<file path="config.mk">
export PLATFORM = sky130hd
export DESIGN_NAME = seg_scan_ctrl
export DESIGN_NICKNAME = d
export VERILOG_FILES = /design/src/rtl/seg_scan_ctrl.sv
export SDC_FILE = /design/constraint.sdc
export NUM_CORES = 1
export LEC_CHECK = 0
export BUFFER_PORTS_ARGS = -buffer_cell sky130_fd_sc_hd__buf_2
export CAP_MARGIN = 15
export CORE_MARGIN = 1.5
export CORE_UTILIZATION = 43
export DETAILED_ROUTE_END_ITERATION = 7
export REMOVE_ABC_BUFFERS = 1
export SLEW_MARGIN = 0
export SYNTH_ARGS = -nofsm -noshare
export SYNTH_HDL_FRONTEND = slang
export SYNTH_SLANG_ARGS = --single-unit
</file>
<file path="constraint.sdc">
create_clock -name clk -period 4.55 [get_ports clk]
set_clock_uncertainty 0.2 [all_clocks]
set_input_delay 0.6825 -clock clk [delete_from_list [all_inputs] [get_ports clk]]
set_output_delay 0.6825 -clock clk [all_outputs]
set_load 0.02 [all_outputs]
</file>
<file path="src/rtl/seg_scan_ctrl.sv">
// Multiplexed 7-segment scan controller: a frame-latched hex value, a guard gap
// before every digit slot, 16-tick brightness PWM and leading-zero blanking.
module seg_scan_ctrl #(
  parameter int NUM_DIGITS     = 2,
  parameter int GUARD_CYCLES   = 64,
  parameter int TICK_CYCLES    = 256,
  parameter int SEG_ACTIVE_LOW = 1,
  parameter int DIG_ACTIVE_LOW = 0
) (
  input  logic                    clk,
  input  logic                    reset,
  input  logic [4*NUM_DIGITS-1:0] value,
  input  logic [3:0]              brightness,
  input  logic                    lz_blank,
  output logic [6:0]              seg,
  output logic [NUM_DIGITS-1:0]   digit_en,
  output logic                    frame_start
);

  localparam int CMAX = (GUARD_CYCLES > TICK_CYCLES) ? GUARD_CYCLES : TICK_CYCLES;
  localparam int CW   = (CMAX > 1) ? $clog2(CMAX) : 1;
  localparam int DW   = (NUM_DIGITS > 1) ? $clog2(NUM_DIGITS) : 1;

  localparam logic [0:0] ST_GUARD = 1'b0;
  localparam logic [0:0] ST_ON    = 1'b1;

  // XOR masks: an "off" pattern in pin polarity, also used to flip active-high data
  localparam logic [6:0]            SEG_OFF = (SEG_ACTIVE_LOW != 0) ? 7'h7F : 7'h00;
  localparam logic [NUM_DIGITS-1:0] DIG_OFF = (DIG_ACTIVE_LOW != 0) ? {NUM_DIGITS{1'b1}} : '0;

  logic [0:0]              state;
  logic [CW-1:0]           cyc_cnt;
  logic [3:0]              tick_idx;
  logic [DW-1:0]           dig_idx;
  logic [4*NUM_DIGITS-1:0] shadow;

  logic                    frame_latch;
  logic                    lit;
  logic [3:0]              cur_nib;
  logic [NUM_DIGITS-1:0]   blank;
  logic                    zero_above;

  function automatic logic [6:0] hex_decode(input logic [3:0] nib);
    logic [6:0] s;
    case (nib)
      4'h0: s = 7'h3F; 4'h1: s = 7'h06; 4'h2: s = 7'h5B; 4'h3: s = 7'h4F;
      4'h4: s = 7'h66; 4'h5: s = 7'h6D; 4'h6: s = 7'h7D; 4'h7: s = 7'h07;
      4'h8: s = 7'h7F; 4'h9: s = 7'h6F; 4'hA: s = 7'h77; 4'hB: s = 7'h7C;
      4'hC: s = 7'h39; 4'hD: s = 7'h5E; 4'hE: s = 7'h79; default: s = 7'h71;
    endcase
    return s;
  endfunction

  assign frame_latch = (state == ST_GUARD) && (dig_idx == '0) && (cyc_cnt == '0);
  assign cur_nib     = shadow[int'(dig_idx)*4 +: 4];

  // A digit above 0 is blank only if it and every more-significant nibble are zero
  always_comb begin
    blank      = '0;
    zero_above = 1'b1;
    for (int i = NUM_DIGITS-1; i > 0; i--) begin
      zero_above = zero_above && (shadow[i*4 +: 4] == 4'h0);
      blank[i]   = lz_blank && zero_above;
    end
  end

  assign lit = (state == ST_ON) && (tick_idx < brightness) && !blank[dig_idx];

  always_ff @(posedge clk or posedge reset) begin
    if (reset) begin
      state    <= ST_GUARD;
      cyc_cnt  <= '0;
      tick_idx <= '0;
      dig_idx  <= '0;
      shadow   <= '0;
    end else begin
      case (state)
        ST_GUARD: begin
          if (cyc_cnt == CW'(GUARD_CYCLES-1)) begin
            state    <= ST_ON;
            cyc_cnt  <= '0;
            tick_idx <= '0;
          end else begin
            cyc_cnt <= cyc_cnt + 1'b1;
          end
        end
        default: begin
          if (cyc_cnt == CW'(TICK_CYCLES-1)) begin
            cyc_cnt  <= '0;
            tick_idx <= tick_idx + 1'b1;
            if (tick_idx == 4'hF) begin
              state   <= ST_GUARD;
              dig_idx <= (dig_idx == DW'(NUM_DIGITS-1)) ? '0 : dig_idx + 1'b1;
            end
          end else begin
            cyc_cnt <= cyc_cnt + 1'b1;
          end
        end
      endcase
      if (frame_latch) shadow <= value;
    end
  end

  // Registered pin stage; async reset forces everything dark mid-slot
  always_ff @(posedge clk or posedge reset) begin
    if (reset) begin
      seg         <= SEG_OFF;
      digit_en    <= DIG_OFF;
      frame_start <= 1'b0;
    end else begin
      seg         <= lit ? (hex_decode(cur_nib) ^ SEG_OFF) : SEG_OFF;
      digit_en    <= lit ? ((NUM_DIGITS'(1) << dig_idx) ^ DIG_OFF) : DIG_OFF;
      frame_start <= frame_latch;
    end
  end

endmodule

</file>
==> results_dict.tcl <==
set metrics [dict create \
    yosys-top-cells-count "25 x dfrtp_1, 13 x inv_1, 12 x ha_1" \
    vdd_drop_max_mv 0.2466 \
    antenna_found_initial 0 \
    synthFlopType "dfrtp_1" \
    cts_hold_buf 0 \
    drtAntennaViolNets 0 \
    fillerInstances 336 \
    globalplace.congestion 0.8244 \
    setup_viol 0 \
    htree_levels 2 \
    r2r.worst_path.cells 5 \
    wl_um 3153 \
    viasPerCell 5.329 \
    synthArstFlopShare_pct 100.0 \
    synthDistinctLibCells 39 \
    diodes 0 \
    rr_startpoint "dig_idx" \
    maxSlewViolCount 0 \
    synth-seq-cells 32 \
    synth_area_leaders "dfrtp_1 37%, dfstp_2 11%, ha_1 8.9%" \
    hpwlAfterDp_um 2403 \
    detail_route.wl_per_cell_um 13.83 \
    multiInputGateArea_um2 813.3 \
    hold_ws_ps 211.5 \
    grt_first_pass_wirelength_um 5464 \
    yosysTopAreaCellShare_pct 37.17 \
    period_needed_ps 2366 \
    worstHoldPathType "in2async" \
    num_rows 22 \
    cts_made_buffers 5 \
    timing.rr.end "seg[3]" \
    maxCapViolations 0 \
    clockBufferDepth 2 \
    crit_required_ps 4550 \
    grt_start_max_net_pins 21 \
    area_growth_pct 15.84 \
    ioPinCount 25 \
    dr_total_vias 1215 \
    ys_seq_area_share_pct 48.10 \
    die_h_um 65.56 \
    regArea_um2 809.5 \
    grtUsageTotal_pct 16.84 \
    dp_slack_ps 2198 \
    syn_avg_cell_area_um2 11.37 \
    crit_path_max_fanout 11 \
    finalNetCount 206 \
    path_clk_slew_ps 60 \
    tightestPinTransition_ps 633.2 \
    dr.pass1.iters 4 \
    status "finished, final reports clean" \
    synthCells 148 \
    cts-root-buf "clkbuf_8" \
    hold_viol_final 0 \
    coreArea_um2 3716 \
    cts_tree "built" \
    grt_pass1_vias 1194 \
    critPathArrivalTime_ps 2360 \
    place_area_um2 1859 \
    overflow 0 \
    drt_iter0_markers 57 \
    max_freq_mhz 422.7 \
    start_kind "flip-flop" \
    rsz0062_at_grt "false" \
    synth_edf_count 0 \
    finalCritPeriodShare_pct 51.99 \
    timing_worst_setup_path_type "reg2reg" \
    setup_slack_ps 2184 \
    initial_core_util_pct 45.29 \
    cts_resized 0 \
    drive_gt1_share_pct 31.11 \
    synthesis.area_um2 1683 \
    insertion_delay_ps 280 \
    route.detailed.drc 0 \
    r2r_slack_ps 2180 \
    io_buffers 24 \
    cts_setup_buffers 0 \
    leakagePower_nw 0.8832 \
    crit_path_end_kind "flip-flop" \
    slew_headroom_pct 56.58 \
    yosysTopAreaCell "dfrtp_1" \
    synth_warnings 0 \
    cts_num_sinks 32 \
    power_density_nw_per_um2 279.8 \
    setup_tns_ps 0 \
    fin_area_um2 1949 \
    die_w_um 65.56 \
    synth_most_common_cell "dfrtp_1" \
    die_area_um2 4298 \
]
[layout make-up]
type	instances	share of cell area, %
clock buffers	8	4.621
inverters	13	2.503
multi-input cells	102	41.72
flip-flops and latches	32	41.53
well taps	48	3.081
repair buffers	25	6.547
[logic make-up (layout without fill, tap and decap cells)]
group / after synthesis / in the layout / synth area share (%)
DFF: 32 / 32 / 48.10
adders and majority gates: 12 / 12 / 8.922
AOI/OAI and AO/OA: 23 / 23 / 10.11
xor gates and xnor gates: 5 / 5 / 2.603
buffers and inverters: 14 / 46 / 3.569
and+or+nand+nor: 46 / 46 / 15.61
muxes: 16 / 16 / 11.08
[worst max-delay path, stage by stage (launching register included)]
cell      delay [ps]
dfrtp_1          600
mux2i_1          450
inv_1            170
ha_1             260
mux4_2           450
nand2b_1         150
[metal layers]
metal	track usage [%]	part of all wire (%)	vias to the layer above
met3	4.795	5.0	6
met4	6.510	1.7	0
met1	21.17	48	583
li1	-	-	596
met5	0	0	-
met2	27.42	45	30
[power breakdown]
part,switching (W),total (W),internal [W],leakage [nW]
Clock,0.0000956,0.000219,0.000123,0.0455
Sequential,0.00000276,0.000291,0.000289,0.390
Combinational,0.0000196,0.0000354,0.0000158,0.448
Total,0.000118,0.000546,0.000428,0.883
[sequential cells by signal, indices dropped and copies added, names as in the netlist]
register	count
seg	7
shadow	8
cyc_cnt	8
dig_idx	1
tick_idx	4
frame_start	1
digit_en	2
state	1
[cells in the final DEF (no fill, tap or decap), types with 7 or more instances in the layout]
cell and n:
dfstp_2 7, nor2_1 9, ha_1 12, buf_2 24, inv_1 13, nand2_1 8
dfrtp_1 25, mux2_2 11
[worst max-delay path by stage]
stage             from      to  cells after the start
6_report       dig_idx  seg[3]                      5
5_1_grt        dig_idx  seg[3]                      5
4_1_cts        dig_idx  seg[3]                      5
3_5_place_dp   dig_idx  seg[3]                      5
3_3_place_gp   dig_idx  seg[3]                      5
2_1_floorplan  dig_idx  seg[3]                      5
[per-stage QoR]
stage / util, % / total power (W) / std cells
after floorplan: - / 0.0003190 / 147
after global placement: 50.03 / 0.0003309 / 220
after detailed placement: 50.03 / 0.0003321 / 220
after CTS: 52.46 / 0.0005533 / 228
after global routing: 52.46 / 0.0005732 / 228
final: 52.46 / 0.0005455 / 228
No activity file was read; power rests on OpenSTA's default activity.
